### config.mk
export PLATFORM = sky130hd
export DESIGN_NAME = binary_mul_seq_param_flat
export DESIGN_NICKNAME = d
export VERILOG_FILES = /design/src/rtl/binary_mul_seq_param_pkg.sv /design/src/rtl/binary_mul_seq_param_if.sv /design/src/rtl/binary_mul_seq_param_pp_step.sv /design/src/rtl/binary_mul_seq_param.sv /design/src/flat_wrapper.sv
export SDC_FILE = /design/constraint.sdc
export NUM_CORES = 1
export LEC_CHECK = 0
export BUFFER_PORTS_ARGS = -buffer_cell sky130_fd_sc_hd__buf_2
export CORE_AREA = 4 4 141 197
export CTS_CLUSTER_DIAMETER = 120
export DETAILED_ROUTE_END_ITERATION = 10
export DIE_AREA = 0 0 145 201
export PLACE_DENSITY = 0.5
export SYNTH_ARGS = -nofsm -noshare
export SYNTH_HDL_FRONTEND = slang
export SYNTH_HIERARCHICAL = 1
export SYNTH_SLANG_ARGS = --single-unit
### constraint.sdc
create_clock -name clk -period 13.6 [get_ports clk]
set_clock_uncertainty 0.15 [all_clocks]
set_input_delay 2.72 -clock clk [delete_from_list [all_inputs] [get_ports clk]]
set_output_delay 2.72 -clock clk [all_outputs]
set_load 0.03 [all_outputs]
### src/rtl/binary_mul_seq_param_pkg.sv
// binary_mul_pkg: FSM state type and iteration-count helpers for the sequential multiplier
package binary_mul_pkg;
   typedef enum logic [1:0] {IDLE, BUSY, DONE} state_e;
   function automatic int iter_f(input int width, input int bpc);
      return (width + bpc - 1) / bpc;
   endfunction
   function automatic int cnt_w_f(input int width, input int bpc);
      return $clog2(iter_f(width, bpc)) + 1;
   endfunction
endpackage

### src/rtl/binary_mul_seq_param_if.sv
// binary_mul_seq_param_if: operand/product valid-ready bundle for the sequential multiplier
interface binary_mul_seq_param_if #(parameter int WIDTH = 15);
   logic               in_valid;
   logic               in_ready;
   logic [WIDTH-1:0]   a;
   logic [WIDTH-1:0]   b;
   logic               signed_mode;
   logic               out_valid;
   logic               out_ready;
   logic [2*WIDTH-1:0] p;
   modport master(output in_valid, a, b, signed_mode, out_ready, input in_ready, out_valid, p);
   modport slave(input in_valid, a, b, signed_mode, out_ready, output in_ready, out_valid, p);
endinterface

### src/rtl/binary_mul_seq_param_pp_step.sv
// binary_mul_pp_step: adds one BPC-bit partial product, placed at its bit position, to the accumulator
module binary_mul_pp_step
   import binary_mul_pkg::*;
#(
   parameter int WIDTH = 15,
   parameter int BPC   = 1,
   parameter int CNT_W = cnt_w_f(15, 1)
) (
   input  logic [2*WIDTH-1:0] acc_i,
   input  logic [WIDTH-1:0]   a_i,
   input  logic [BPC-1:0]     bits_i,
   input  logic [CNT_W-1:0]   step_i,
   output logic [2*WIDTH-1:0] acc_o
);
   logic [2*WIDTH-1:0] pp;
   always_comb begin
      pp    = (2*WIDTH)'(a_i) * (2*WIDTH)'(bits_i);
      acc_o = acc_i + (pp << (BPC * int'(step_i)));
   end
endmodule

### src/rtl/binary_mul_seq_param.sv
// binary_mul_seq_param: iterative signed/unsigned multiplier retiring BPC multiplier bits per enabled cycle
module binary_mul_seq_param
   import binary_mul_pkg::*;
#(
   parameter int WIDTH = 15,
   parameter int BPC   = 1
) (
   input logic clk,
   input logic rst,
   input logic en_i,
   binary_mul_seq_param_if.slave bus
);
   localparam int ITER  = iter_f(WIDTH, BPC);
   localparam int CNT_W = cnt_w_f(WIDTH, BPC);
   localparam int BW    = ITER * BPC;
   state_e             state_q;
   logic [WIDTH-1:0]   a_q;
   logic [BW-1:0]      b_q;
   logic               neg_q;
   logic [CNT_W-1:0]   cnt_q;
   logic [CNT_W-1:0]   step;
   logic [2*WIDTH-1:0] acc_q;
   logic [2*WIDTH-1:0] acc_d;
   logic [2*WIDTH-1:0] p_q;
   logic               ov_q;
   logic               load;
   // Magnitude in WIDTH unsigned bits, so the most negative value maps onto 2^(WIDTH-1)
   function automatic logic [WIDTH-1:0] mag_f(input logic [WIDTH-1:0] x, input logic sm);
      return (sm && x[WIDTH-1]) ? -x : x;
   endfunction
   always_comb begin
      bus.in_ready = ~rst & ((state_q == IDLE) | ((state_q == DONE) & bus.out_ready));
      load         = bus.in_valid & bus.in_ready;
      step         = CNT_W'(ITER - 1) - cnt_q;
   end
   assign bus.out_valid = ov_q;
   assign bus.p         = p_q;
   binary_mul_pp_step #(.WIDTH(WIDTH), .BPC(BPC), .CNT_W(CNT_W)) u_pp (
      .acc_i (acc_q),
      .a_i   (a_q),
      .bits_i(b_q[BPC-1:0]),
      .step_i(step),
      .acc_o (acc_d)
   );
   always_ff @(posedge clk or posedge rst) begin
      if (rst) begin
         state_q <= IDLE;
         a_q     <= '0;
         b_q     <= '0;
         neg_q   <= 1'b0;
         cnt_q   <= '0;
         acc_q   <= '0;
         p_q     <= '0;
         ov_q    <= 1'b0;
      end else if (en_i) begin
         if (load) begin
            a_q     <= mag_f(bus.a, bus.signed_mode);
            b_q     <= BW'(mag_f(bus.b, bus.signed_mode));
            neg_q   <= bus.signed_mode & (bus.a[WIDTH-1] ^ bus.b[WIDTH-1]);
            acc_q   <= '0;
            cnt_q   <= CNT_W'(ITER - 1);
            ov_q    <= 1'b0;
            state_q <= BUSY;
         end else if (state_q == BUSY) begin
            acc_q <= acc_d;
            b_q   <= b_q >> BPC;
            if (cnt_q == '0) begin
               p_q     <= neg_q ? -acc_d : acc_d;
               ov_q    <= 1'b1;
               state_q <= DONE;
            end else begin
               cnt_q <= cnt_q - CNT_W'(1);
            end
         end else if (state_q == DONE && bus.out_ready) begin
            ov_q    <= 1'b0;
            state_q <= IDLE;
         end
      end
   end
endmodule

### src/flat_wrapper.sv
// flat-port wrapper written by rule: the top's interface ports become plain ports
module binary_mul_seq_param_flat import binary_mul_pkg::*;
#(
   parameter int WIDTH = 15,
   parameter int BPC   = 1
)
  (clk, rst, en_i, bus_in_valid, bus_a, bus_b, bus_signed_mode, bus_out_ready, bus_in_ready, bus_out_valid, bus_p);
  binary_mul_seq_param_if #(.WIDTH(WIDTH)) bus_i ();
  input logic clk;
  input logic rst;
  input logic en_i;
  input wire logic [$bits(bus_i.in_valid)-1:0] bus_in_valid;
  input wire logic [$bits(bus_i.a)-1:0] bus_a;
  input wire logic [$bits(bus_i.b)-1:0] bus_b;
  input wire logic [$bits(bus_i.signed_mode)-1:0] bus_signed_mode;
  input wire logic [$bits(bus_i.out_ready)-1:0] bus_out_ready;
  output wire logic [$bits(bus_i.in_ready)-1:0] bus_in_ready;
  output wire logic [$bits(bus_i.out_valid)-1:0] bus_out_valid;
  output wire logic [$bits(bus_i.p)-1:0] bus_p;
  assign bus_i.in_valid = bus_in_valid;
  assign bus_i.a = bus_a;
  assign bus_i.b = bus_b;
  assign bus_i.signed_mode = bus_signed_mode;
  assign bus_i.out_ready = bus_out_ready;
  assign bus_in_ready = bus_i.in_ready;
  assign bus_out_valid = bus_i.out_valid;
  assign bus_p = bus_i.p;
  binary_mul_seq_param #(.WIDTH(WIDTH), .BPC(BPC)) u_core (.clk(clk), .rst(rst), .en_i(en_i), .bus(bus_i));
endmodule
======== Word level (Yosys, flattened, before mapping) ========
Cells that the tools add are included.
Widths: inputs -> output; s select.
word-level totals
  register bits ........................... 99
  output and inout port bits .............. 32
cells by class
  $add $sub $neg .......................... 6
  multipliers ............................. 1
  eq/ne operators ......................... 4
  shift-type cells ........................ 1
  muxes and demuxes ....................... 18
  bitwise logic cells ..................... 8
  reduce and logical (&&, ||, !) cells .... 12
operators with widths
  cell                 count
  $mux 30              3
  $mux 15              4
  $add 30x30->30       1
  $neg 15->15          2
  $neg 30->30          1
  $shl 16x5->30        1
  $mul 15x1->16        1
  $mux 5               3
  $mux 2               4
  $reduce_and 3->1     2
  $logic_not 5->1      1
  $sub 4x5->5 const A  1
  $sub 5x1->5 const B  1
  $and 1x1->1          4
  $mux 1               4
  $reduce_and 2->1     2
  $reduce_and 4->1     1
  $logic_and 1x1->1    3
  $ne 3x2->1 const B   1
  $reduce_bool 3->1    1
  $eq 2x1->1 const B   1
  $eq 2x2->1 const B   1
  $logic_not 2->1      1
  $ne 2x1->1 const B   1
  4 further kinds      5

======== Logic depth before layout (Yosys ltp) ========
Gate-level depths: netlist of the first run.
  depth in word-level cells ............... 7
  depth in mapped cells ................... 25
  depth with buffers taken out ............ 23

======== Modules after synthesis ========
The synthesis of the first run kept the hierarchy.
by module, submodules not included
  module                instances  cells each  area each (um2)  seq. area each (um2)
  binary_mul_seq_param  1          536         5087.4           2452.4
  binary_mul_pp_step    1          390         2568.7           0.0

======== Worst setup path after synthesis of the first run ========
No wires, ideal clock.
  kind .................................... input -> output
  from .................................... input rst
  to ...................................... output bus_in_ready
  arrival ................................. 5.322 ns
  slack ................................... 5.408 ns
  cell stages on the path ................. 2
  cells stage by stage .................... inv_1 -> o211a_1
between the ends
  word-level cells in the longest chain between the ends .. 2
ends and longest elaborated chain
  element             line                        text
  start: declaration  flat_wrapper.sv:10          input logic rst;
  $not 1->1           binary_mul_seq_param.sv:32  bus.in_ready = ~rst & ((state_q == IDLE) | ((state_q == DONE) & bus.out_ready));
  $and 1x1->1         binary_mul_seq_param.sv:32
  end: declaration    flat_wrapper.sv:17          output wire logic [$bits(bus_i.in_ready)-1:0] bus_in_ready;
Every way passes these cells.

======== Final worst setup path of the first run ========
  from .................................... register u_core.cnt_q[0]
  to ...................................... register u_core.p_q[29] (netlist: u_core/bus.p[29])
between the ends
  word-level cells in the longest chain between the ends .. 5
  elaborated cells on any way between the ends .. 7
  those cells by class .................... add/sub (3); shift (1); mux (1); reduce/logical (2)
ends and longest elaborated chain
  element                   line                                text
  start: declaration        binary_mul_seq_param.sv:20          logic [CNT_W-1:0] cnt_q;
  start signal: assignment  binary_mul_seq_param.sv:61          cnt_q <= CNT_W'(ITER - 1);
  start signal: assignment  binary_mul_seq_param.sv:72          cnt_q <= cnt_q - CNT_W'(1);
  $sub 4x5->5               binary_mul_seq_param.sv:34          step = CNT_W'(ITER - 1) - cnt_q;
  via u_core.step[2]        binary_mul_seq_param.sv:21          logic [CNT_W-1:0] step;
  $shl 16x5->30             binary_mul_seq_param_pp_step.sv:18  acc_o = acc_i + (pp << (BPC * int'(step_i)));
  $add 30x30->30            binary_mul_seq_param_pp_step.sv:18
  via u_core.acc_d[24]      binary_mul_seq_param.sv:23          logic [2*WIDTH-1:0] acc_d;
  $neg 30->30               binary_mul_seq_param.sv:68          p_q <= neg_q ? -acc_d : acc_d;
  $mux 30                   binary_mul_seq_param.sv:68
  end signal: assignment    binary_mul_seq_param.sv:68
  end: declaration          binary_mul_seq_param.sv:24          logic [2*WIDTH-1:0] p_q;
The timed path passes the listed nets, and every way through them passes these cells.
A chain may end at the register's enable or synchronous reset.

==> results.cfg, run 1 <==
[synth]
synth_area_mm2 = 0.007656
syn-instance-count = 926
postSynth.topFlopCell = dfrtp_1
ys_types = 77
seq_area_frac_synth_pct = 32.03
async_flop_share_pct = 100.0
syn_nets = 997
number_of_flops_mapped_to_enable_cells_by_yosys = 0
post_synth.cell_area_avg_um2 = 8.268
yosysWarnings = 6
synth.ff_latch_count = 98

[finish]
post_route_cells_drive_above_1_share_pct = 12.91
fin_util_pct = 32.88
final_antenna_diode_count = 0
design.final.nets = 1035
layout-area-overhead-vs-synth_pct = 11.72

[critical_path]
critical_path_class = reg2reg
crit_path_max_fanout = 29
cp_endpoint_kind = flop
critical_path_required_ps = 13670
critPathLaunchType = flop
arrival_ps = 7390

[sta]
timing.setup.tns_ps = 0
setup_viol_count_final = 0
timing_worst_slew_pin_value_ps = 1164
drv_slew = 0
max_clock_freq_ghz = 0.1367
unrepaired_setup_endpoints_after_global_routing = no
slew_headroom_pct = 22.17
hold_viol_final = 0
finalCriticalPeriod_ps = 7315
postLayoutSetupSlackWorst_ps = 6285
period_share_pct = 53.79

[detailed_routing]
drt_pre_antenna_iters = 5
first_iter_violations = 419
detailroute.via_count = 6764
route.met3.wl_um = 754
wirelength_met1_mm = 9.431
drt_drc_violations_left = 0
avgViaCountPerCell = 5.235
routed.top_layer = met4
detail_route.wirelength_mm = 21.28
ant_nets = 0
avgRoutedWirePerCell_um = 16.47
amount_of_wire_on_met2_after_detailed_routing_mm = 10.56

[placed_design]
detailedPlacementHpwl_mm = 16.29
pre_cts_ws_ps = 6312
gp_congestion = 0.8548
io_buffers = 67

[clock_tree]
post_cts_resized = 0
cts_made_buffers = 9
clock_latency_ps = 360
hold_buffers = 0
cts.repair_timing.setup_buffer_count = 0
cts.htree.levels = 3
clock_tree.buffer_depth = 2
cts_root_buf = clkbuf_16
clk_transition_reported_paths_ps = 70
clock_sink_count = 98
cts_tree = done

[outcome]
status = complete, no violations

[job]
timing.max_cap.violations = 0

[floorplanning]
io-pin-count = 68
start_util_pct = 29.43
floorplan.die.height_um = 201
fp-row-count = 70
floorplan.die_area_mm2 = 0.02915
die_w_um = 145
core_region_area_mm2 = 0.02601

[global_route]
grt_pass1_vias = 6691
grt_start_max_net_pins = 62
grt_antenna_before_repair = 0
grt_overflow_total = 0
grt_pass1_wl_mm = 35.26
grtUsageTotal_pct = 14.61

[power]
power_switching_mw = 1.167
power.share.clock_pct = 10.7
switching_share_pct = 52.48
max-vdd-ir-drop_v = 0.00007875
power-per-cell-area_mw_per_mm2 = 259.9
internal_power_mw = 1.056
seqPwrFrac_pct = 23.0
leakagePower_nw = 3.761
comb_power_share_pct = 66.3

[worst_hold_path]
min_path_type = reg2reg
## through the flow
| stage | cells | total power, mW | area (µm²) | hold slack, ps |
|---|---|---|---|---|
| after floorplan | 926 | 1.626 | 7656 | 289.1 |
| after global placement | 1277 | 1.991 | 8293 | 305.6 |
| after detailed placement | 1277 | 1.991 | 8293 | 315.0 |
| after CTS | 1292 | 2.243 | 8553 | 330.3 |
| after global routing | 1292 | 2.434 | 8553 | 352.7 |
| final | 1292 | 2.223 | 8553 | 323.2 |
## cells by family (layout without fill, tap and decap cells)
logic type | count (synthesis) | in the layout | share of synthesized area [%]
compound gates | 280 | 280 | 24.12
xor+xnor | 83 | 83 | 9.495
mux | 32 | 32 | 4.576
fa+ha+maj | 35 | 35 | 5.818
flops | 98 | 98 | 32.03
simple gates | 315 | 315 | 19.64
buf+inv | 83 | 125 | 4.314
## worst max-delay path: stages (launching register included)
cell	delay, ps
dfrtp_1	740
ha_1	450
xnor2_2	800
inv_1	410
nand3_1	170
o21ai_0	120
o21ai_0	250
mux2i_1	130
and2_1	180
ha_1	360
and3_2	210
nand2_1	70
a2111oi_0	770
a21oi_2	230
o21ai_2	260
a21oi_1	120
xnor2_1	180
nor4_1	730
nand4_1	240
o41ai_1	350
xor2_1	180
o21ai_0	80
## flip-flops by register name, summed over array words and instances, names as in the netlist
register,count
u_core/cnt_q,5
u_core/acc_q,30
u_core/state_q,2
u_core/b_q,15
u_core/neg_q,1
u_core/a_q,15
u_core/bus.p,30
## power by group through the flow
stage	clock network, mW	logic [mW]	registers (mW)
CTS	0.249	1.48	0.514
global placement	0	1.48	0.516
global route	0.261	1.64	0.530
finish	0.239	1.47	0.511
floorplan	0	1.09	0.534
detailed placement	0	1.47	0.517
## cell usage in the layout, fill, tap and decap left out, types with 4 or more instances in the layout
master | Yosys | routed
o211ai_1 | 7 | 7
a21oi_1 | 57 | 57
and2_1 | 8 | 8
buf_4 | 1 | 10
a22o_1 | 30 | 30
and3_1 | 4 | 4
o21ai_0 | 85 | 85
nor3b_1 | 6 | 6
clkbuf_16 | 0 | 9
buf_2 | 2 | 67
nand3b_1 | 4 | 4
o31ai_1 | 14 | 14
a21o_1 | 5 | 5
nand2_1 | 133 | 133
o22ai_1 | 10 | 10
a211oi_1 | 7 | 7
o21bai_1 | 5 | 5
nor3_1 | 15 | 15
a31oi_1 | 9 | 9
nor2b_1 | 6 | 6
o41ai_1 | 6 | 6
or4_1 | 5 | 5
nand4_1 | 9 | 9
inv_1 | 33 | 32
nor4_1 | 8 | 8
mux2_2 | 14 | 14
o21a_1 | 6 | 6
nand2b_1 | 7 | 7
nand3_1 | 30 | 30
xor2_1 | 48 | 48
or3_1 | 4 | 4
ha_1 | 34 | 34
mux2i_1 | 17 | 17
xnor2_1 | 35 | 34
nor2_1 | 57 | 57
dfrtp_1 | 98 | 98
## final cells by class
cell class,instances,area [µm²]
Fill cell,2753,17460
Multi-Input combinational cell,745,4898
Sequential cell,98,2452
Timing Repair Buffer,77,410.4
Tap cell,324,405.4
Clock buffer,11,232.7
Inverter,33,126.4
Clock inverter,4,27.53
## synth_stat cells (all sizes together) (30+ instances only)
master / count / area share [%]
a21oi: 59 / 4.0
a22o: 31 / 3.6
clkbuf: 41 / 2.2
dfrtp: 98 / 32
ha: 34 / 5.6
inv: 33 / 1.6
nand2: 134 / 6.6
nand3: 30 / 2.0
nor2: 57 / 2.8
o21ai: 89 / 5.9
xnor2: 35 / 4.0
xor2: 48 / 5.5
## path summary, 6_finish.rpt
| path | start | cells past startpoint | slack (ps) | endpoint |
|---|---|---|---|---|
| setup / recovery | u_core/cnt_q[0] | 21 | 6280 | u_core/bus.p[29] |
| hold / removal | u_core/bus.p[16] | 2 | 320 | u_core/bus.p[16] |
| setup reg to reg | u_core/cnt_q[0] | 21 | 6280 | u_core/bus.p[29] |
| hold reg to reg | u_core/bus.p[16] | 2 | 320 | u_core/bus.p[16] |
| max in group asynchronous | rst | 3 | 9850 | u_core/acc_q[17] |
| min in group asynchronous | rst | 2 | 2270 | u_core/b_q[2] |
## routing by layer
metal  track usage, %  up-vias
met5                0        -
met4            4.822        0
met2            25.60      126
met3            2.800       27
li1                 -     3439
met1            18.05     3172
Power figures use the tool's default switching activity.
==> run 2, diff against run 1 <==
Settings changed: PLACE_DENSITY 0.5 to 0.52.
Clock period 13.6 ns to 6.43 ns, I/O delays scaled along.
==> run 2 against run 1 <==
Wire length grew 0.83%. Largest cell class unchanged. Largest power group unchanged. First-iteration DRC count shrank 5.7%. Setup slack lost 5600 ps. Cell count grew 0.46%. Highest routed layer unchanged. Non-clock buffer count grew 5. Critical path type unchanged.
==> results.cfg, run 2 (synthesized netlist as in run 1, its figures left out) <==
[outcome]
status = complete, no violations

[clock_tree]
cts_tree = done
cts.htree.levels = 3
cts_made_buffers = 9
hold_buffers = 0
clock_tree.buffer_depth = 2
cts.repair_timing.setup_buffer_count = 0
clk_transition_reported_paths_ps = 70
post_cts_resized = 0
clock_sink_count = 98
cts_root_buf = clkbuf_16
clock_latency_ps = 360

[floorplanning]
io-pin-count = 68
start_util_pct = 29.43
floorplan.die.height_um = 201
floorplan.die_area_mm2 = 0.02915
core_region_area_mm2 = 0.02601
die_w_um = 145
fp-row-count = 70

[power]
leakagePower_nw = 3.815
max-vdd-ir-drop_v = 0.0001642
power-per-cell-area_mw_per_mm2 = 562.0

[sta]
setup_viol_count_final = 0
drv_slew = 0
finalCriticalPeriod_ps = 5790
postLayoutSetupSlackWorst_ps = 640.0
unrepaired_setup_endpoints_after_global_routing = no
timing.setup.tns_ps = 0
slew_headroom_pct = 21.21
timing_worst_slew_pin_value_ps = 1182
period_share_pct = 90.05
hold_viol_final = 0
max_clock_freq_ghz = 0.1727

[finish]
layout-area-overhead-vs-synth_pct = 12.98
fin_util_pct = 33.25
area_of_the_multi_input_gates_mm2 = 0.004898
post_route_cells_drive_above_1_share_pct = 13.55
regArea_mm2 = 0.002452
final_cell_mix = nand2_1 (133), dfrtp_1 (98), o21ai_0 (85)
design.final.nets = 1040
final_antenna_diode_count = 0
final_common_cell = nand2_1
fill_cells = 2755

[detailed_routing]
detail_route.wirelength_mm = 21.45
detailroute.via_count = 6905
drt_pre_antenna_iters = 5
avgRoutedWirePerCell_um = 16.53
avgViaCountPerCell = 5.320
ant_nets = 0
drt_drc_violations_left = 0
first_iter_violations = 395

[placed_design]
gp_congestion = 0.9154
io_buffers = 67
pre_cts_ws_ps = 658.1
detailedPlacementHpwl_mm = 16.57

[worst_hold_path]
min_path_type = reg2reg
hold_path_startpoint = u_core/bus.p[6]

[critical_path]
crit_path_top_delay_cell = or4b_1
critPathLaunchType = flop
crit_path_start = u_core/cnt_q[0]
critical_path_required_ps = 6510
worst_r2r_src = u_core/cnt_q[0]
cp_endpoint_kind = flop
crit_chain = ha_1, xnor2_2, buf_4, mux4_2, mux2_2, nand2_1, o21ai_0, and2_1, ha_1, o21a_1, a21oi_2, or4b_1, a21oi_2, o21ai_2, a21oi_1, xnor2_1, nor4_1, buf_4, nand2b_1, o41ai_1, xor2_1, o21ai_0
critical_path_class = reg2reg
slowest_delay_ps = 500
arrival_ps = 5870
crit_path_max_fanout = 19

[global_route]
grt_pass1_wl_mm = 35.25
grt_antenna_before_repair = 0
grt_start_max_net_pins = 59
grtUsageTotal_pct = 14.60
grt_overflow_total = 0
grt_pass1_vias = 6786

[job]
timing.max_cap.violations = 0
-- run 2: changes by cell type in the layout (fill, tap and decap cells not counted), sizes merged --
cell	before	now
buf	77	82
bufinv	0	2
clkbuf	11	10
-- run 2: where the power goes --
part / switching [mW] / internal, mW / leakage [nW]
Clock: 0.258 / 0.344 / 0.158
Sequential: 0.230 / 0.859 / 1.28
Combinational: 2.01 / 1.17 / 2.37
Total: 2.49 / 2.37 / 3.81
-- run 2: area by class of cell --
type                            count  share of cell area, %
Clock buffer                       10                  2.647
Timing Repair Buffer               82                  5.179
Clock inverter                      6                  1.042
Inverter                           33                  1.461
Sequential cell                    98                  28.35
Multi-Input combinational cell    745                  56.63
Tap cell                          324                  4.687
-- run 2: final timing paths --
check	end	slack, ps	cells past startpoint
min in group asynchronous	u_core/b_q[1]	870	2
setup / recovery	u_core/bus.p[26]	640	22
hold reg to reg	u_core/bus.p[6]	330	2
setup reg to reg	u_core/bus.p[26]	640	22
max in group asynchronous	u_core/acc_q[18]	4090	3
hold / removal	u_core/bus.p[6]	330	2
-- run 2: metrics by stage --
| stage | hold slack (ps) | total power, mW | instance area [µm²] | instances |
|---|---|---|---|---|
| after detailed placement | 314.9 | 4.282 | 8330 | 1282 |
| after global placement | 311.0 | 4.280 | 8330 | 1282 |
| after CTS | 331.2 | 4.903 | 8650 | 1298 |
| after floorplan | 289.1 | 3.440 | 7656 | 926 |
| after global routing | 344.4 | 5.311 | 8650 | 1298 |
| final | 325.5 | 4.861 | 8650 | 1298 |
-- run 2: critical path, delay by kind of cell (launching register included) --
kind	cells	cell delay [ps]
muxes	2	610
adders and majority gates	2	610
and+or+nand+nor	5	1150
AOI/OAI and AO/OA	8	1560
xor gates and xnor gates	3	630
buffers and inverters	2	480
DFF	1	450
-- run 2: layer usage --
metal | part of all wire, % | global-route usage [%] | wire, µm | up-vias
met2 | 50 | 25.77 | 10690 | 146
met4 | 2.7 | 5.569 | 572 | 0
met1 | 44 | 18.00 | 9538 | 3268
li1 | - | - | - | 3454
met5 | 0 | 0 | 0 | -
met3 | 3.0 | 2.123 | 649 | 37
